$ cat config.mk
export PLATFORM = sky130hd
export DESIGN_NAME = gf22_pad_input_conditioner
export DESIGN_NICKNAME = d
export VERILOG_FILES = /design/src/rtl/gf22_pad_input_conditioner.sv
export SDC_FILE = /design/constraint.sdc
export NUM_CORES = 1
export LEC_CHECK = 0
export CAP_MARGIN = 20
export CORE_ASPECT_RATIO = 0.75
export CORE_MARGIN = 2
export CORE_UTILIZATION = 55
export DETAILED_ROUTE_END_ITERATION = 10
export GPL_ROUTABILITY_DRIVEN = 0
export PLACE_DENSITY = 0.79
export SLEW_MARGIN = 20
export SYNTH_ARGS = -nofsm -noshare
export SYNTH_HDL_FRONTEND = slang
export SYNTH_SLANG_ARGS = --single-unit
$ cat constraint.sdc
create_clock -name clk_i -period 2.58 [get_ports clk_i]
set_input_delay 0.258 -clock clk_i [delete_from_list [all_inputs] [get_ports clk_i]]
set_output_delay 0.258 -clock clk_i [all_outputs]
set_load 0.05 [all_outputs]
$ cat src/rtl/gf22_pad_input_conditioner.sv
// Conditions raw asynchronous pad inputs: 2-flop synchroniser, per-bit debounce filter,
// and single-cycle rise/fall pulses derived from the filtered level.
module gf22_pad_input_conditioner #(
    parameter int   NUM_INPUTS = 4,
    parameter int   CNT_WIDTH  = 8,
    parameter logic RESET_VAL  = 1'b0
) (
    input  logic                  clk_i,
    input  logic                  rst_ni,
    input  logic [NUM_INPUTS-1:0] pad_raw_i,
    input  logic [NUM_INPUTS-1:0] filter_en_i,
    input  logic [CNT_WIDTH-1:0]  debounce_cycles_i,
    output logic [NUM_INPUTS-1:0] sync_o,
    output logic [NUM_INPUTS-1:0] filt_o,
    output logic [NUM_INPUTS-1:0] rise_o,
    output logic [NUM_INPUTS-1:0] fall_o
);

    logic [NUM_INPUTS-1:0]                r_sync1;
    logic [NUM_INPUTS-1:0]                r_sync2;
    logic [NUM_INPUTS-1:0]                r_filt;
    logic [NUM_INPUTS-1:0]                r_prev;
    logic [NUM_INPUTS-1:0][CNT_WIDTH-1:0] r_cnt;

    logic [NUM_INPUTS-1:0]                w_filt_nxt;
    logic [NUM_INPUTS-1:0][CNT_WIDTH-1:0] w_cnt_nxt;

    // The >= compare lets a lowered threshold take effect on the very next edge,
    // and guarantees the counter clears before it could ever wrap.
    always_comb begin
        w_filt_nxt = r_filt;
        w_cnt_nxt  = r_cnt;
        for (int i = 0; i < NUM_INPUTS; i++) begin
            if (!filter_en_i[i]) begin
                w_filt_nxt[i] = r_sync2[i];
                w_cnt_nxt[i]  = '0;
            end else if (r_sync2[i] == r_filt[i]) begin
                w_cnt_nxt[i]  = '0;
            end else if (r_cnt[i] >= debounce_cycles_i) begin
                w_filt_nxt[i] = r_sync2[i];
                w_cnt_nxt[i]  = '0;
            end else begin
                w_cnt_nxt[i]  = r_cnt[i] + CNT_WIDTH'(1);
            end
        end
    end

    always_ff @(posedge clk_i or negedge rst_ni) begin
        if (!rst_ni) begin
            r_sync1 <= {NUM_INPUTS{RESET_VAL}};
            r_sync2 <= {NUM_INPUTS{RESET_VAL}};
            r_filt  <= {NUM_INPUTS{RESET_VAL}};
            r_prev  <= {NUM_INPUTS{RESET_VAL}};
            r_cnt   <= '0;
        end else begin
            r_sync1 <= pad_raw_i;
            r_sync2 <= r_sync1;
            r_filt  <= w_filt_nxt;
            r_prev  <= r_filt;
            r_cnt   <= w_cnt_nxt;
        end
    end

    assign sync_o = r_sync2;
    assign filt_o = r_filt;
    assign rise_o = r_filt & ~r_prev;
    assign fall_o = ~r_filt & r_prev;

endmodule

==> qor.yml, run 1 <==
status: "completed"
tightest_slew_ns: 0.6279
fin_skew_ns: 0.004328
viasPerCell: 5.497
synth_area_leaders: "dfrtp_1 (43%), ha_1 (16%), xor2_1 (7.6%), nand3_1 (3.8%), nor2_1 (3.7%)"
cts_tree: "built"
endpoint_kind: "flop"
grt_max_degree: 35
cts_root_buf: "clkbuf_8"
synth_top_area_share_pct: 43.38
rsz0062_at_grt: "no"
synthArstFlopShare_pct: 100.0
drtIter0Drc: 69
path_clk_slew_ns: 0.09
overflow: 0
fillers: 392
clock.fmax_ghz: 0.4849
yosysMostFrequentCell: "dfrtp_1"
die_y_um: 65.45
p_leak_nw: 1.570
drv_slew: 0
area_growth_pct: 19.11
synthFlopType: "dfrtp_1"
path_class: "flop to flop"
io_buffers: 33
core_region_area_sq_um: 4872
cts.hold.buffers_added: 1
nets: 343
max_slew_margin_pct: 58.07
multi_input_area_sq_um: 1500
ios: 34
cts.path.max_buffers: 2
clk_latency_ns: 0.31
min_period_ns: 2.062
wl_per_cell_um: 15.37
dr_total_vias: 1924
netlist_instances: 247
rows: 22
drv_cap: 0
hp-class: "flop to flop"
vdd_drop_max_mv: 0.2616
clkSinkCount: 48
synth_top_area_cell: "dfrtp_1"
die_w_um: 85.93
ant_nets: 0
seq_area_frac_synth_pct: 43.38
initial_core_util_pct: 56.83
post-route-util_pct: 67.69
synth_cell_types: 27
cts_setup_buffers: 0
drt_wl_total_um: 5379
synth.top_cells.by_count: "dfrtp_1 (48), ha_1 (36), nor2_1 (27), xor2_1 (24), nand3_1 (21)"
grt_antenna_before_repair: 0
path_max_fanout: 6
syn_area_per_cell_sq_um: 11.21
timing.final.crit_share_pct: 79.93
hpwlAfterDp_um: 4037
synth-edff-count: 0
ys_ff_latch: 48
ys_warn_count: 0
timing.hold.ws_ns: 0.3538
final_cells: 350
die_area_sq_um: 5624
cts_resized: 0
register_area_sq_um: 1201
syn_nets: 301
h-tree-depth: 2
start_kind: "flop"
setup_viol: 0
syn_area_sq_um: 2769
placedCellCount: 341
drc: 0
first_global_vias: 2017
dr.pass1.iters: 4
worst_ep_arrival_time_ns: 2.26
grt.total_usage_pct: 21.78
rrSetupSlack_ns: 0.52
drive_gt1_share_pct: 8.621
cts_buffers: 5
diodes: 0
power.density_nw_per_um2: 512.4
grt_pass1_wl_um: 9397
critPathRequiredTime_ns: 2.77
tns_ns: 0
hold_viol_final: 0
==> through the flow <==
| stage | setup WS, ns | area, sq um | total power, W |
|---|---|---|---|
| after floorplan | 0.7743 | 2769 | 0.001028 |
| after global placement | 0.2661 | 3177 | 0.001146 |
| after detailed placement | 0.2132 | 3177 | 0.001153 |
| after CTS | 0.5343 | 3298 | 0.001704 |
| after global routing | 0.3745 | 3298 | 0.001770 |
| final | 0.5179 | 3298 | 0.001690 |
==> critical path, cell delays in order, from the launching register on <==
cell and delay [ns]:
dfrtp_1 0.48, inv_1 0.09, ha_1 0.27, nand2b_1 0.18
a2111oi_2 0.46, o31ai_1 0.14, mux2_1 0.33
==> final cells by class <==
cell class | instances | share of cell area (%)
clock buffer | 5 | 2.086
timing repair buffer | 35 | 10.39
inverter | 18 | 2.049
clock inverter | 3 | 1.290
sequential | 48 | 36.42
tap | 60 | 2.276
multi-input combinational | 181 | 45.49
==> path summary, 6_finish.rpt <==
kind,from,end,cells past startpoint
hold reg to reg,r_sync1[2]$_DFF_PN0_,sync_o[2]$_DFF_PN0_,0
setup / recovery,r_cnt[0]$_DFF_PN0_,filt_o[0]$_DFFE_PN0P_,6
min in group asynchronous,rst_ni,sync_o[3]$_DFF_PN0_,2
max in group asynchronous,rst_ni,filt_o[2]$_DFFE_PN0P_,3
hold / removal,r_sync1[2]$_DFF_PN0_,sync_o[2]$_DFF_PN0_,0
setup reg to reg,r_cnt[0]$_DFF_PN0_,filt_o[0]$_DFFE_PN0P_,6
==> power by group <==
part           switching, W  total [W]  internal, W  leakage [nW]
Combinational      0.000193   0.000320     0.000127         0.886
Clock              0.000264   0.000551     0.000287        0.0541
Sequential        0.0000368   0.000819     0.000782         0.631
==> flip-flops by register name, indices dropped and copies added, names as in the netlist <==
name / count
r_cnt: 32
filt_o: 4
r_prev: 4
r_sync1: 4
sync_o: 4
==> layer usage <==
layer	track usage [%]	part of all wire, %
met4	7.937	1.5
met5	0	0
met2	33.43	44
met3	4.774	3.2
met1	30.41	51
==> logic make-up (layout without fill, tap and decap cells) <==
kind of cell               count (synthesis)  count (layout)  synth area share (%)
buffers and inverters                     18              61                 2.440
adders and majority gates                 36              36                 16.27
AOI/OAI and AO/OA                         25              25                 11.12
DFF                                       48              48                 43.38
muxes                                      3               3                 1.220
and+or+nand+nor                           89              89                 16.72
xor gates and xnor gates                  28              28                 8.857
==> placed cells by master, fill, tap and decap left out, types with 2 or more instances in the layout <==
master	synthesis	routed
xnor2_1	4	4
nand2b_1	5	5
mux2_1	3	3
o21a_1	3	3
nor2b_1	9	9
inv_1	18	18
nor3_1	7	7
nand4_1	3	3
xor2_1	24	24
a2111oi_4	3	3
o211ai_1	2	2
a21o_1	4	4
nand3_1	21	21
nor2_1	27	27
and4_4	3	3
clkbuf_8	0	5
o31ai_1	3	3
o311ai_2	3	3
and3_1	10	10
dfrtp_1	48	48
clkdlybuf4s50_1	0	32
a2111oi_2	3	3
ha_1	36	36
nand2_1	3	3
Note: power is estimated with default switching activity, not from simulation.
==> run 2: changes to the inputs <==
CORE_UTILIZATION = 50   (was 55)
PLACE_DENSITY = 0.76   (was 0.79)
clock period = 1.8 ns   (was 2.58 ns; I/O delays follow)
==> qor.yml, run 2 (synthesis gave the netlist of run 1 again) <==
status: "finished, violations left"  # was completed
violations: "negative setup slack"
fillers: 355  # was 392
die_area_sq_um: 6155  # was 5624 sq um
grt_antenna_before_repair: 0  # unchanged
dr_total_vias: 2183  # was 1,924
p_sw_share_pct: 31.53  # was 29.26%
drv_cap: 0  # unchanged
clkPwrFrac_pct: 26.4  # was 32.6%
path_max_fanout: 3  # was 6
ios: 34  # unchanged
critPathRequiredTime_ns: 1.99  # was 2.77 ns
clkSinkCount: 48  # unchanged
dr.pass1.iters: 4  # unchanged
power.density_nw_per_um2: 620.4  # was 512.4 nW/um^2
clock.fmax_ghz: 0.5550  # was 0.4849 GHz
core_region_area_sq_um: 5353  # was 4872 sq um
hold_viol_final: 0  # unchanged
nets: 391  # was 343
setup_viol: 1  # was 0
worst_ep_arrival_time_ns: 1.99  # was 2.26 ns
drv_slew: 0  # unchanged
largest_reg_flops: 32  # unchanged
path_class: "flop to flop"  # unchanged
cts_buffers: 5  # unchanged
h-tree-depth: 2  # unchanged
p_leak_nw: 1.899  # was 1.570 nW
die_w_um: 89.93  # was 85.93 um
ant_nets: 0  # unchanged
tightest_slew_ns: 0.5068  # was 0.6279 ns
hpwlAfterDp_um: 4626  # was 4037 um
final_cell_area_sq_um: 3956  # was 3298 sq um
endpoint_kind: "flop"  # unchanged
timing.hold.ws_ns: 0.2312  # was 0.3538 ns
grt_pass1_wl_um: 10720  # was 9397 um
wl_per_cell_um: 16.45  # was 15.37 um
min_period_ns: 1.802  # was 2.062 ns
diodes: 0  # unchanged
cts_root_buf: "clkbuf_8"  # unchanged
overflow: 0  # unchanged
worstPathCellList: "ha_4, a21o_1, a2111oi_4, o31ai_2, mux2_1"  # was inv_1, ha_1, nand2b_1, a2111oi_2, o31ai_1, mux2_1
start_kind: "flop"  # unchanged
drtIter0Drc: 102  # was 69
drc: 0  # unchanged
grt_max_degree: 28  # was 35
path_clk_slew_ns: 0.09  # about the same
viasPerCell: 5.286  # was 5.497
final_common_cell: "buf_4"  # was dfrtp_1
area_growth_pct: 42.88  # was 19.11%
die_y_um: 68.45  # was 65.45 um
first_global_vias: 2217  # was 2,017
power.switching_w: 0.0007739  # was 0.0004944 W
vdd_drop_max_mv: 0.4015  # was 0.2616 mV
drive_gt1_share_pct: 33.73  # was 8.621%
initial_core_util_pct: 51.73  # was 56.83%
rsz0062_at_grt: "yes"  # was no
rows: 23  # was 22
tns_ns: -0.001895  # was 0 ns
combPwrFrac_pct: 26.4  # was 18.9%
cts_tree: "built"  # unchanged
placedInstanceArea_sq_um: 3503  # was 3177 sq um
hp-class: "primary input to asynchronous set/reset pin"  # was flop to flop
max_stage_delay_ns: 0.42  # was 0.48 ns
grt.total_usage_pct: 22.48  # was 21.78%
cellInternalPower_w: 0.001680  # was 0.001195 W
seqPwrFrac_pct: 47.2  # was 48.4%
final_cell_mix: "buf_4 (56), dfrtp_1 (48), nor2_1 (25), ha_1 (25), xor2_1 (24)"  # was dfrtp_1 (48), ha_1 (36), clkdlybuf4s50_1 (32)
clk_latency_ns: 0.30  # was 0.31 ns
worstRegToRegCells: 5  # was 6
setup_ws_ns: -0.001895  # was 0.5179 ns
timing.final.crit_share_pct: 100.1  # was 79.93%
cts.path.max_buffers: 2  # unchanged
drt_wl_total_um: 6793  # was 5379 um
fin_skew_ns: 0.01064  # was 0.004328 ns
critPathSlowestCell: "dfrtp_1"  # unchanged
io_buffers: 33  # unchanged
largest-register: "r_cnt"  # unchanged
max_slew_margin_pct: 66.11  # was 58.07%
post-route-util_pct: 73.91  # was 67.69%
## run 2: area by class of cell
type	instances	area, sq um	area share (%)
clock inverter	3	18.77	0.4744
multi-input combinational	181	1800	45.51
inverter	18	75.07	1.898
tap	75	93.84	2.372
timing repair buffer	83	698.2	17.65
clock buffer	5	68.82	1.739
sequential	48	1201	30.36
## run 2: repair_timing
action | in CTS | in global routing
setup buffers | 0 | 6
resized for setup | 32 | 20
endpoints found under the setup margin | 36 | 34
hold buffers | 1 | 0
pin swaps | 13 | 21
endpoints found under the hold margin | 48 | 0
## run 2: path summary, 6_finish.rpt
check | to | start | slack, ns
min | r_cnt[31]$_DFF_PN0_ | rst_ni | 0.23
min in group clk_i | r_sync1[2]$_DFF_PN0_ | pad_raw_i[2] | 0.31
max in group asynchronous | r_cnt[3]$_DFF_PN0_ | rst_ni | 1.09
max | filt_o[3]$_DFFE_PN0P_ | r_cnt[30]$_DFF_PN0_ | -0.002
min reg2reg | sync_o[2]$_DFF_PN0_ | r_sync1[2]$_DFF_PN0_ | 0.36
max reg2reg | filt_o[3]$_DFFE_PN0P_ | r_cnt[30]$_DFF_PN0_ | -0.002
## run 2: critical path: cells and delay by family, from the launching register on
kind	cells	cell delay (ns)
AO/OA/AOI/OAI	3	0.71
multiplexers	1	0.33
adder cells (fa/ha/maj)	1	0.23
flip-flops	1	0.42
## run 2: power groups by stage
stage	Combinational (W)	Sequential, W	Clock, W
2_1_floorplan	0.000245	0.00123	0
3_3_place_gp	0.000515	0.00118	0
3_5_place_dp	0.000526	0.00118	0
4_1_cts	0.000586	0.00116	0.000661
5_1_grt	0.000690	0.00117	0.000703
6_report	0.000648	0.00116	0.000648
## run 2: stage by stage
stage	worst slack (ns)	instances	power, W
floorplan	0.003058	247	0.001473
global placement	-0.4714	398	0.001690
detailed placement	-0.4937	398	0.001705
CTS	-0.006397	407	0.002405
global route	-0.08051	413	0.002558
finish	-0.001895	413	0.002454
## run 2: routing by layer
metal  part of all wire, %  up-vias  global-route usage (%)
met4                   1.6        0                   6.731
met3                   3.5       13                   4.405
met1                    44     1070                   27.03
li1                      -     1053                       -
met5                     0        -                       0
met2                    51       47                   42.14
==> run 3: changes to the inputs <==
HOLD_SLACK_MARGIN = 0.15   (was unset)
==> results of run 3 <==
Same layout as run 2: the final DEF is identical, and so are final timing and power.
